--- src/rtl/hft_msg_pkg.sv ---
// rtl/hft_msg_pkg.sv - shared message type codes, payload field layout and helpers
package hft_msg_pkg;

  localparam logic [1:0] MSG_ADD     = 2'b00;
  localparam logic [1:0] MSG_CANCEL  = 2'b01;
  localparam logic [1:0] MSG_EXEC    = 2'b10;
  localparam logic [1:0] MSG_ILLEGAL = 2'b11;

  // order_id sits at the top of the payload; price/size occupy the low 16 bits
  localparam int ORDER_ID_W = 16;
  localparam int PRICE_W    = 8;
  localparam int SIZE_W     = 8;
  localparam int SIZE_LSB   = 0;
  localparam int PRICE_LSB  = SIZE_LSB + SIZE_W;

  typedef enum logic {
    ST_IDLE  = 1'b0,
    ST_VALID = 1'b1
  } enc_state_e;

  // Clamp a 16-bit quantity into an 8-bit field
  function automatic logic [7:0] sat8(input logic [15:0] v);
    return (v > 16'd255) ? 8'hFF : v[7:0];
  endfunction

  function automatic logic is_sat8(input logic [15:0] v);
    return (v > 16'd255);
  endfunction

endpackage

--- src/rtl/msg_sync_fifo.sv ---
// rtl/msg_sync_fifo.sv - synchronous FIFO with full/empty, any depth >= 1
module msg_sync_fifo #(
  parameter int WIDTH = 8,
  parameter int DEPTH = 3
) (
  input  logic             clk,
  input  logic             rst_n,
  input  logic             push,
  input  logic [WIDTH-1:0] wr_data,
  input  logic             pop,
  output logic [WIDTH-1:0] rd_data,
  output logic             full,
  output logic             empty
);

  localparam int AW = (DEPTH > 1) ? $clog2(DEPTH) : 1;
  localparam int CW = $clog2(DEPTH + 1);

  logic [WIDTH-1:0] mem_q [DEPTH];
  logic [WIDTH-1:0] mem_d [DEPTH];
  logic [AW-1:0]    wr_ptr_q, wr_ptr_d;
  logic [AW-1:0]    rd_ptr_q, rd_ptr_d;
  logic [CW-1:0]    count_q, count_d;
  logic             do_push, do_pop;

  // Depth need not be a power of two, so pointers wrap by compare
  function automatic logic [AW-1:0] next_ptr(input logic [AW-1:0] p);
    return (p == AW'(DEPTH - 1)) ? '0 : p + AW'(1);
  endfunction

  assign full    = (count_q == CW'(DEPTH));
  assign empty   = (count_q == '0);
  assign do_push = push && !full;
  assign do_pop  = pop && !empty;
  assign rd_data = mem_q[rd_ptr_q];

  // Next-state for storage, pointers and occupancy
  always_comb begin
    mem_d    = mem_q;
    wr_ptr_d = wr_ptr_q;
    rd_ptr_d = rd_ptr_q;
    count_d  = count_q;
    if (do_push) begin
      mem_d[wr_ptr_q] = wr_data;
      wr_ptr_d        = next_ptr(wr_ptr_q);
    end
    if (do_pop) begin
      rd_ptr_d = next_ptr(rd_ptr_q);
    end
    case ({do_push, do_pop})
      2'b10:   count_d = count_q + CW'(1);
      2'b01:   count_d = count_q - CW'(1);
      default: count_d = count_q;
    endcase
  end

  // Storage array carries no reset; only valid entries are ever read
  always_ff @(posedge clk) begin
    mem_q <= mem_d;
  end

  // Pointer and occupancy registers
  always_ff @(posedge clk or negedge rst_n) begin
    if (!rst_n) begin
      wr_ptr_q <= '0;
      rd_ptr_q <= '0;
      count_q  <= '0;
    end else begin
      wr_ptr_q <= wr_ptr_d;
      rd_ptr_q <= rd_ptr_d;
      count_q  <= count_d;
    end
  end

endmodule

--- src/rtl/order_msg_encoder.sv ---
// rtl/order_msg_encoder.sv - order command encoder with FIFO and valid/ready message port (option: ORDER_MSG_ENCODER_STATS_EN)
module order_msg_encoder
  import hft_msg_pkg::*;
#(
  parameter int PAYLOAD_LEN = 4,
  parameter int FIFO_DEPTH  = 4
) (
  input  logic                     clk,
  input  logic                     rst_n,
  input  logic                     cmd_valid,
  output logic                     cmd_ready,
  input  logic [1:0]               cmd_type,
  input  logic [15:0]              cmd_order_id,
  input  logic [15:0]              cmd_price,
  input  logic [15:0]              cmd_size,
  output logic                     msg_valid,
  input  logic                     msg_ready,
  output logic [1:0]               msg_type,
  output logic [PAYLOAD_LEN*8-1:0] msg_payload,
  output logic                     err_illegal,
  output logic                     err_sat
`ifdef ORDER_MSG_ENCODER_STATS_EN
  ,
  output logic [15:0]              stat_add,
  output logic [15:0]              stat_cancel,
  output logic [15:0]              stat_exec,
  output logic [15:0]              stat_drop
`endif
);

  localparam int PW    = PAYLOAD_LEN * 8;
  localparam int CNT_W = $clog2(FIFO_DEPTH + 1);

  enc_state_e     state_q, state_d;
  logic [CNT_W-1:0] count_q, count_d;
  logic [1:0]     msg_type_q, msg_type_d;
  logic [PW-1:0]  msg_payload_q, msg_payload_d;
  logic           err_illegal_q, err_illegal_d;
  logic           err_sat_q, err_sat_d;

  logic           accept, push, pop;
  logic [PW-1:0]  enc_payload;
  logic           enc_sat;
  logic           fifo_push, fifo_pop, fifo_full, fifo_empty;
  logic [PW+1:0]  fifo_rd;

  assign cmd_ready   = (count_q < CNT_W'(FIFO_DEPTH));
  assign accept      = cmd_valid && cmd_ready;
  assign push        = accept && (cmd_type != MSG_ILLEGAL);
  assign msg_valid   = (state_q == ST_VALID);
  assign pop         = msg_valid && msg_ready;
  assign msg_type    = msg_type_q;
  assign msg_payload = msg_payload_q;
  assign err_illegal = err_illegal_q;
  assign err_sat     = err_sat_q;

  // Pack the command; only fields the type actually uses can flag saturation
  always_comb begin
    enc_payload = '0;
    enc_sat     = 1'b0;
    enc_payload[PW-1 -: ORDER_ID_W] = cmd_order_id;
    case (cmd_type)
      MSG_ADD: begin
        enc_payload[PRICE_LSB +: PRICE_W] = sat8(cmd_price);
        enc_payload[SIZE_LSB +: SIZE_W]   = sat8(cmd_size);
        enc_sat = is_sat8(cmd_price) || is_sat8(cmd_size);
      end
      MSG_EXEC: begin
        enc_payload[SIZE_LSB +: SIZE_W] = sat8(cmd_size);
        enc_sat = is_sat8(cmd_size);
      end
      default: ;
    endcase
  end

  // Output register FSM: load directly when the path is free, otherwise queue
  always_comb begin
    state_d       = state_q;
    msg_type_d    = msg_type_q;
    msg_payload_d = msg_payload_q;
    fifo_push     = 1'b0;
    fifo_pop      = 1'b0;
    err_sat_d     = push && enc_sat;
    err_illegal_d = accept && (cmd_type == MSG_ILLEGAL);
    case ({push, pop})
      2'b10:   count_d = count_q + CNT_W'(1);
      2'b01:   count_d = count_q - CNT_W'(1);
      default: count_d = count_q;
    endcase
    case (state_q)
      ST_IDLE: begin
        if (push) begin
          msg_type_d    = cmd_type;
          msg_payload_d = enc_payload;
          state_d       = ST_VALID;
        end
      end
      ST_VALID: begin
        if (pop) begin
          if (!fifo_empty) begin
            {msg_type_d, msg_payload_d} = fifo_rd;
            fifo_pop  = 1'b1;
            fifo_push = push && !fifo_full;
          end else if (push) begin
            msg_type_d    = cmd_type;
            msg_payload_d = enc_payload;
          end else begin
            state_d = ST_IDLE;
          end
        end else begin
          fifo_push = push && !fifo_full;
        end
      end
      default: state_d = ST_IDLE;
    endcase
  end

  // Control, output register and error pulse flops
  always_ff @(posedge clk or negedge rst_n) begin
    if (!rst_n) begin
      state_q       <= ST_IDLE;
      count_q       <= '0;
      msg_type_q    <= '0;
      msg_payload_q <= '0;
      err_illegal_q <= 1'b0;
      err_sat_q     <= 1'b0;
    end else begin
      state_q       <= state_d;
      count_q       <= count_d;
      msg_type_q    <= msg_type_d;
      msg_payload_q <= msg_payload_d;
      err_illegal_q <= err_illegal_d;
      err_sat_q     <= err_sat_d;
    end
  end

  msg_sync_fifo #(
    .WIDTH(PW + 2),
    .DEPTH(FIFO_DEPTH - 1)
  ) u_fifo (
    .clk    (clk),
    .rst_n  (rst_n),
    .push   (fifo_push),
    .wr_data({cmd_type, enc_payload}),
    .pop    (fifo_pop),
    .rd_data(fifo_rd),
    .full   (fifo_full),
    .empty  (fifo_empty)
  );

`ifdef ORDER_MSG_ENCODER_STATS_EN
  logic [15:0] stat_add_q, stat_add_d;
  logic [15:0] stat_cancel_q, stat_cancel_d;
  logic [15:0] stat_exec_q, stat_exec_d;
  logic [15:0] stat_drop_q, stat_drop_d;

  assign stat_add    = stat_add_q;
  assign stat_cancel = stat_cancel_q;
  assign stat_exec   = stat_exec_q;
  assign stat_drop   = stat_drop_q;

  // Wrapping counters of delivered messages by type and dropped commands
  always_comb begin
    stat_add_d    = stat_add_q;
    stat_cancel_d = stat_cancel_q;
    stat_exec_d   = stat_exec_q;
    stat_drop_d   = stat_drop_q;
    if (pop && msg_type_q == MSG_ADD)    stat_add_d    = stat_add_q + 16'd1;
    if (pop && msg_type_q == MSG_CANCEL) stat_cancel_d = stat_cancel_q + 16'd1;
    if (pop && msg_type_q == MSG_EXEC)   stat_exec_d   = stat_exec_q + 16'd1;
    if (err_illegal_d)                   stat_drop_d   = stat_drop_q + 16'd1;
  end

  // Statistics registers
  always_ff @(posedge clk or negedge rst_n) begin
    if (!rst_n) begin
      stat_add_q    <= '0;
      stat_cancel_q <= '0;
      stat_exec_q   <= '0;
      stat_drop_q   <= '0;
    end else begin
      stat_add_q    <= stat_add_d;
      stat_cancel_q <= stat_cancel_d;
      stat_exec_q   <= stat_exec_d;
      stat_drop_q   <= stat_drop_d;
    end
  end
`endif

endmodule

--- config.mk ---
export PLATFORM = sky130hd
export DESIGN_NAME = order_msg_encoder
export DESIGN_NICKNAME = d
export VERILOG_FILES = /design/src/rtl/hft_msg_pkg.sv /design/src/rtl/msg_sync_fifo.sv /design/src/rtl/order_msg_encoder.sv
export SDC_FILE = /design/constraint.sdc
export NUM_CORES = 1
export LEC_CHECK = 0
export ABC_AREA = 1
export ABC_CLOCK_PERIOD_IN_PS = 3600
export BUFFER_PORTS_ARGS = -buffer_cell sky130_fd_sc_hd__buf_2
export CORE_MARGIN = 5
export CORE_UTILIZATION = 50
export DETAILED_ROUTE_END_ITERATION = 12
export GPL_TIMING_DRIVEN = 0
export PLACE_DENSITY = 0.74
export SLEW_MARGIN = 20
export SYNTH_ARGS = -nofsm -noshare
export SYNTH_HDL_FRONTEND = slang
export SYNTH_SLANG_ARGS = --single-unit
--- constraint.sdc ---
create_clock -name clk -period 3.6 [get_ports clk]
set_input_delay 0.72 -clock clk [delete_from_list [all_inputs] [get_ports clk]]
set_output_delay 0.72 -clock clk [all_outputs]
set_load 0.05 [all_outputs]
After elaboration in Yosys (flattened, before gate mapping)
Cells that the tools add are included.

storage, ports and cells
  bits in registers = 148
  latch bits = 0
  memory bits (writable) = 0
  bits in read-only memories = 0
  bits of input ports = 54
  output and inout port bits = 38
  word-level logic and storage cells = 88
  memories kept = 0

cells by class
  add/subtract/negate cells = 6
  $mul = 0
  div/mod/pow operators = 0
  $lt $le $gt $ge = 6
  eq/ne operators = 11
  shifts and indexed selects = 0
  mux-type cells = 33
  bitwise operators = 3
  reduce and logical (&&, ||, !) cells = 17

operators by type and width
  operator                                                         number
  bitwise mux 102 bit                                              1
  two-way mux 34 bit                                               3
  two-way mux 32 bit                                               3
  binary-select mux 34 bit (select 2 bit)                          1
  demux 34 bit (select 2 bit)                                      1
  case mux 32 bit (2 select lines)                                 1
  greater-than comparator 16 x 8 -> 1 bit (second input constant)  2
  two-way mux 8 bit                                                4
  equality test 2 bit (second input constant)                      7
  two-way mux 2 bit                                                5
  logical AND 1 bit                                                9
  two-way mux 1 bit                                                9
  case mux 2 bit (2 select lines)                                  2
  adder 2 x 1 -> 2 bit (second input constant)                     3
  >= comparator 3 bit (second input constant)                      2
  NOT 2 -> 3 bit                                                   2
  case mux 3 bit (2 select lines)                                  1
  equality test 2 x 1 -> 1 bit (second input constant)             2
  logical NOT 2 bit                                                2
  case mux 1 bit (2 select lines)                                  2
  nonzero test 2 bit                                               2
  adder 3 x 1 -> 3 bit (second input constant)                     1
  < comparator 3 x 1 -> 1 bit (second input constant)              1
  < comparator 3 bit (second input constant)                       1
  8 further kinds                                                  9

Longest topological paths before layout
Gate-level depths: netlist of the first run.

  word-level depth = 10
  mapped depth = 11
  mapped depth without buffers = 10

By module
From an unflattened synthesis of the first run, not the netlist that was laid out.

unflattened totals
  cell total of the unflattened synthesis = 628
  area, all modules = 6522.5 um^2

modules (own cells, without submodules)
  module             times used  cells an instance  area an instance (um^2)  sequential area each (um^2)
  msg_sync_fifo      1           292                4021.4                   3213.1
  order_msg_encoder  1           336                2501.1                   1001.0

Least setup slack after synthesis of the first run
Ideal clock, no wire load.

  kind = register to register
  start = register state_q, in the netlist msg_valid
  end = register u_fifo.mem_q[0] (netlist name) (enable)
  setup time = 467 ps
  data arrival time = 3685 ps
  data required time = 3133 ps
  setup slack = -552 ps
  stages on the path, launching flop included = 7
  buffers on the path = 0
  period minus slack after synthesis = 4152 ps
  path through = dfrtp_1 -> inv_2 -> nor2_8 -> inv_4 -> nand2_4 -> nand3_2 -> nor3_1

between the ends
  longest elaborated chain between the ends = 4

ends and longest elaborated chain
  element                 line                      RTL
  from (decl)             order_msg_encoder.sv:34   enc_state_e state_q, state_d;
  from (signal assigned)  order_msg_encoder.sv:128  state_q <= state_d;
  logical AND 1 bit       order_msg_encoder.sv:51   assign pop = msg_valid && msg_ready;
  two-way mux 1 bit       order_msg_encoder.sv:99   if (pop) begin
  two-way mux 1 bit (*)   order_msg_encoder.sv:90   case (state_q)
  logical AND 1 bit (*)   msg_sync_fifo.sv:33       assign do_push = push && !full;
  to (signal assigned)    msg_sync_fifo.sv:59       mem_q <= mem_d;
  to (decl)               msg_sync_fifo.sv:19       logic [WIDTH-1:0] mem_q [DEPTH];

Every way passes the cells marked *; elsewhere a longest branch is shown, timed or not.
A chain may end at the register's enable or synchronous reset.

Final worst setup path of the first run
  start = register count_q[2]
  end = register u_fifo.mem_q[28] (netlist name) (enable)

between the ends
  longest elaborated chain between the ends = 8

ends and longest elaborated chain
  element                 line                                                RTL
  from (decl)             order_msg_encoder.sv:35                             logic [CNT_W-1:0] count_q, count_d;
  from (signal assigned)  order_msg_encoder.sv:129                            count_q <= count_d;
  < comparator 3 bit (*)  order_msg_encoder.sv:47                             assign cmd_ready = (count_q < CNT_W'(FIFO_DEPTH));
  logical AND 1 bit (*)   order_msg_encoder.sv:48                             assign accept = cmd_valid && cmd_ready;
  logical AND 1 bit (*)   order_msg_encoder.sv:49                             assign push = accept && (cmd_type != MSG_ILLEGAL);
  logical AND 1 bit (*)   order_msg_encoder.sv:103, order_msg_encoder.sv:111
  two-way mux 1 bit       order_msg_encoder.sv:100                            if (!fifo_empty) begin
  two-way mux 1 bit (*)   order_msg_encoder.sv:99
  two-way mux 1 bit (*)   order_msg_encoder.sv:90
  logical AND 1 bit (*)   msg_sync_fifo.sv:33

Marked as above.

==> results.yml, run 1 <==
sta:
  relSlewSlack_pct: 51.3
  tns_ps: 0
  worst_slack_ps: 878
  period_share_pct: 75.6
  period_needed_ps: 2720
  holdWs_ps: 318
  clock-skew-final_ps: 7.45
  fmax_mhz: 367
  tightest_slew_ps: 729
  setup_viol: 0
  hold_viol: 0
  slew_violations: 0
  rsz0062_at_grt: "no"
worst_setup_path:
  crit_required_ps: 3730
  cp.arrival_ps: 2850
  r2r_slack_ps: 880
  crit_path_start_kind: "register"
  cp-end-kind: "register"
  cp_max_fo: 13
  reg2regPathDepth: 7
  r2r_start: "count_q[2]"
  crit_type: "reg2reg"
  rr_endpoint: "u_fifo.mem_q[28]"
floorplanning:
  coreArea_sq_um: 12600
  die_w_um: 123
  io_pins: 92
  dieArea_sq_um: 15100
  core.rowCount: 41
  die_y_um: 123
  start_util_pct: 50.8
drt:
  drt_first_pass_iters: 5
  vias: 4784
  ant_nets: 0
  viasPerCell: 5.16
  drtIter0Drc: 432
  wirelength_mm: 14.8
  post_drt_wl_per_cell_um: 16.0
  drc: 0
grt:
  globalRouteTotalUtil_pct: 20.6
  grt_overflow: 0
  grt_max_degree: 47
  grt_antenna_before_repair: 0
  grt_pass1_vias: 4735
  grt_pass1_wl_mm: 23.3
synthesis:
  synthTopCellsByArea: "edfxtp_1 48%, dfrtp_1 18%, nand2_1 14%, nor2_1 3.6%, a21oi_1 3.4%"
  yosys.area.top_type: "edfxtp_1"
  synth_seq_cells: 148
  synth_top_area_share_pct: 47.9
  synth_cell_types: 34
  netlist_instances: 629
  syn_area_sq_um: 6390
  syn_area_per_cell_sq_um: 10.2
  ys_warn_count: 0
  synth_seq_area_share_pct: 66.0
  synth_nets: 686
final_layout:
  nNetsFinal: 800
  ff_latch_area_sq_um: 4210
  diodes: 0
  finalNonFillerCells: 928
  final_area_sq_um: 7740
  fillers: 1058
  drive_gt1_share_pct: 22.6
  syn2layout_area_growth_pct: 21.1
  multiInputGateArea_sq_um: 1910
cts:
  ctsLongestPathBuffers: 2
  cts_resized: 0
  cts-root-buf: "clkbuf_16"
  cts.sinks: 148
  h-tree-depth: 4
  cts_hold_buf: 0
  cts.clk_slew.worst_paths_ps: 60
  tritoncts: "yes"
  cts_setup_buffers: 0
  clk_latency_ps: 430
  cts_buffers: 17
placement:
  place_area_sq_um: 7160
  dpl_worst_slack_ps: 438
  dp.cells: 896
  place_congestion: 0.781
  hpwl_mm: 9.82
  port_buffers: 91
pwr:
  p_leak_nw: 3.31
  power.density_nw_per_um2: 889
  ir_drop_uv: 475
flow_run:
  drv_cap: 0
outcome:
  status: "finished clean"
hold_path:
  hold_path_class: "in2async"
-- report_power, final --
| group | internal, mW | switching, mW | total, mW | leakage [nW] |
|---|---|---|---|---|
| Clock | 1.05 | 0.658 | 1.71 | 0.283 |
| Sequential | 2.19 | 0.194 | 2.38 | 1.47 |
| Combinational | 0.762 | 2.03 | 2.79 | 1.56 |
-- Yosys cell counts --
library cell,n
and3_1,1
o31ai_1,1
nor3_2,1
clkbuf_1,1
buf_2,11
edfxtp_1,102
nand2_4,1
inv_2,6
nor2_4,2
nor3_1,2
nand3_2,1
nand4_1,18
nand2_2,1
buf_4,2
nor2_8,1
buf_6,5
dfrtp_1,46
nand2_1,244
or2_2,1
nor2_2,6
ha_1,2
nor2_1,62
buf_1,1
inv_4,2
a21oi_4,1
xor2_1,1
nand3_1,16
a21oi_1,43
inv_1,33
o21ai_4,2
o21ai_0,8
a21oi_2,1
xnor2_1,3
fa_1,1
-- final cells by class --
cell class | instances | area share [%]
inverters | 41 | 2.05
well taps | 172 | 2.78
repair buffers | 95 | 6.92
clock buffers | 22 | 6.00
multi-input cells | 420 | 24.7
plain buffers | 20 | 1.73
flip-flops and latches | 148 | 54.5
clock inverters | 10 | 1.37
-- registers in the layout, summed over array words and instances (netlist names), 2 cells and up --
signal and flops:
u_fifo.mem_q 102, count_q 3, u_fifo.wr_ptr_q 2, u_fifo.count_q 2, msg_type 2, u_fifo.rd_ptr_q 2
msg_payload 32
-- cells by family after synthesis --
group	count (synthesis)	share of synthesized area, %
buffers and inverters	61	4.58
and+or+nand+nor	357	23.2
xor gates and xnor gates	4	0.548
DFF	148	66.0
adders and majority gates	3	0.705
AOI/OAI and AO/OA	56	5.01
-- cell usage in the layout, fill, tap and decap left out, types with 2 or more instances in the layout --
cell and count:
buf_8 2, buf_4 3, buf_6 5, dfrtp_1 46
buf_2 101, nor2_2 6, clkbuf_16 17, bufinv_16 2
clkbuf_8 2, xnor2_1 3, o21ai_0 8, nand2_1 244
inv_1 33, nand4_1 18, clkinv_2 6, nor2_1 60
inv_4 2, a21oi_1 43, edfxtp_1 102, clkbuf_1 4
nand3_1 16, inv_2 6, nor2_4 4, o21ai_4 2
ha_1 2
-- per-layer routing --
metal  routed length, um  share of wire [%]  track usage, %
met1                6190                 42            26.0
met2                7250                 49            33.7
met3                 998                6.7            4.76
met4                 361                2.4            9.76
met5                   0                  0               0
-- through the flow --
step	utilization, %	total power, mW
floorplan	-	4.42
global placement	56.2	5.10
detailed placement	57.0	5.21
CTS	61.5	6.91
global route	61.6	7.28
finish	61.6	6.88
-- worst max-delay path, stage by stage, from the launching register on --
cell	delay, ps
dfrtp_1	370
inv_2	80
nand2_2	120
a21oi_2	420
nand3_2	350
nor3_4	650
buf_8	240
buf_8	180
-- worst max path at each step --
stage	startpoint	slack, ps	depth (start not counted)	endpoint
floorplan	msg_valid	370	6	u_fifo.mem_q[100]
global placement	cmd_valid	-970	5	u_fifo.mem_q[62]
detailed placement	cmd_valid	440	7	u_fifo.mem_q[1]
CTS	count_q[2]	800	7	u_fifo.mem_q[7]
global route	count_q[2]	700	7	u_fifo.mem_q[3]
finish	count_q[2]	880	7	u_fifo.mem_q[28]
Power figures use the tool's default switching activity.
==> inputs of run 2 (changes only) <==
--- a/config.mk
+++ b/config.mk
@@ -6,7 +6,7 @@
 export NUM_CORES = 1
 export LEC_CHECK = 0
 export ABC_AREA = 1
-export ABC_CLOCK_PERIOD_IN_PS = 3600
+export ABC_CLOCK_PERIOD_IN_PS = 2300
 export BUFFER_PORTS_ARGS = -buffer_cell sky130_fd_sc_hd__buf_2
 export CORE_MARGIN = 5
 export CORE_UTILIZATION = 50
==> constraint.sdc (replaced) <==
create_clock -name clk -period 2.3 [get_ports clk]
set_input_delay 0.46 -clock clk [delete_from_list [all_inputs] [get_ports clk]]
set_output_delay 0.46 -clock clk [all_outputs]
set_load 0.05 [all_outputs]
==> results.yml, run 2 (synthesis gave the netlist of run 1 again) <==
final_layout:
  largest-register: "u_fifo.mem_q"
  nNetsFinal: 801
  syn2layout_area_growth_pct: 21.8
  largest_register_ffs: 102
  layout_commonest_cell: "nand2_1"
  diodes: 0
  finalNonFillerCells: 929
  finish.utilization_pct: 61.9
  mostFrequentLayoutCells: "244 x nand2_1, 102 x edfxtp_1, 101 x buf_2"
  final_area_sq_um: 7780
  drive_gt1_share_pct: 22.5
pwr:
  power.density_nw_per_um2: 1400
  total_power_mw: 10.9
  ir_drop_uv: 764
  p_leak_nw: 3.30
floorplanning:
  start_util_pct: 50.8
  dieArea_sq_um: 15100
  coreArea_sq_um: 12600
  io_pins: 92
  die_y_um: 123
  die_w_um: 123
  core.rowCount: 41
placement:
  dp.cells: 894
  port_buffers: 91
  place_congestion: 0.805
  hpwl_mm: 9.64
  place_area_sq_um: 7140
  dpl_worst_slack_ps: -310
worst_setup_path:
  crit_required_ps: 2410
  crit_type: "reg2reg"
  cp-end-kind: "register"
  rr_endpoint: "u_fifo.mem_q[42]"
  crit_path_start_kind: "register"
  r2r_start: "count_q[2]"
  cp_max_fo: 24
  path_cells: "inv_4 -> nand2_8 -> a21oi_4 -> nand3_4 -> nor2_4 -> buf_12"
  crit_start: "count_q[2]"
  crit_path_top_delay_cell: "dfrtp_1"
  cp.arrival_ps: 2210
  r2r_slack_ps: 200
  reg2regPathDepth: 6
  slowest_delay_ps: 400
  crit_end: "u_fifo.mem_q[42]"
grt:
  grt_pass1_wl_mm: 23.7
  grt_overflow: 0
  globalRouteTotalUtil_pct: 20.8
  grt_antenna_before_repair: 0
  grt_max_degree: 47
  grt_pass1_vias: 4933
outcome:
  status: "finished clean"
drt:
  post_drt_wl_per_cell_um: 16.2
  viasPerCell: 5.16
  maxUsedRoutingLayer: "met4"
  wl_met1_mm: 6.31
  drtIter0Drc: 398
  drt_first_pass_iters: 5
  wirelength_mm: 15.0
  vias: 4792
  ant_nets: 0
  wl_met2_mm: 7.47
  met3_length_um: 965
  drc: 0
sta:
  slew_violations: 0
  worst_slack_ps: 203
  holdWs_ps: 68.2
  setup_viol: 0
  hold_viol: 0
  fmax_mhz: 477
  period_share_pct: 91.2
  relSlewSlack_pct: 55.0
  rsz0062_at_grt: "no"
  period_needed_ps: 2100
  tightest_slew_ps: 671
  clock-skew-final_ps: 5.82
  tns_ps: 0
flow_run:
  drv_cap: 0
cts:
  cts.clk_slew.worst_paths_ps: 60
  cts_buffers: 17
  tritoncts: "yes"
  ctsLongestPathBuffers: 2
  clk_latency_ps: 420
  h-tree-depth: 4
  cts-root-buf: "clkbuf_16"
  cts.sinks: 148
hold_path:
  hold_path_class: "in2async"
run 2: changes by cell type in the layout (fill, tap and decap cells not counted), sizes merged:
cell      before  now
clkbuf        23   22
clkinvlp       1    2
nor2          71   72
bufinv         2    3
clkinv         7    6
run 2: timing repair:
action,CTS,global route
buffers inserted,1,0
gates resized for setup,3,1
setup endpoints to repair,91,34
cloned,0,1
hold buffers,0,0
pin swaps,2,0
run 2: report_power, final:
group	internal (mW)	total, mW	switching (mW)	leakage (nW)
clock network	1.72	2.73	1.01	0.280
registers	3.43	3.74	0.308	1.47
logic	1.19	4.42	3.22	1.56
total	6.34	10.9	4.55	3.30
run 2: layout make-up:
class,instances,area [sq um]
fillers,985,4790
well taps,172,215
clock buffers,21,450
flip-flops and latches,148,4220
repair buffers,95,515
multi-input cells,421,1950
inverters,41,166
clock inverters,11,135
plain buffers,20,134
run 2: worst min path at each step:
stage,to,slack [ps],from
after floorplan,count_q[0],160,rst_n
after global placement,count_q[0],460,count_q[0]
after detailed placement,msg_payload[7],460,msg_payload[7]
after CTS,u_fifo.mem_q[27],240,cmd_order_id[11]
after global routing,msg_payload[22],120,rst_n
final,msg_payload[22],70,rst_n
run 2: routing by layer:
metal  up-vias  track usage [%]
met5         -                0
met2       187             35.4
met4         0             9.41
met3        24             4.35
li1       2300                -
met1      2281             25.7
run 2: critical path: cells and delay by family, from the launching register on:
family	cells	cell delay, ps
flops	1	400
compound gates	1	310
simple gates	3	710
buf+inv	2	350
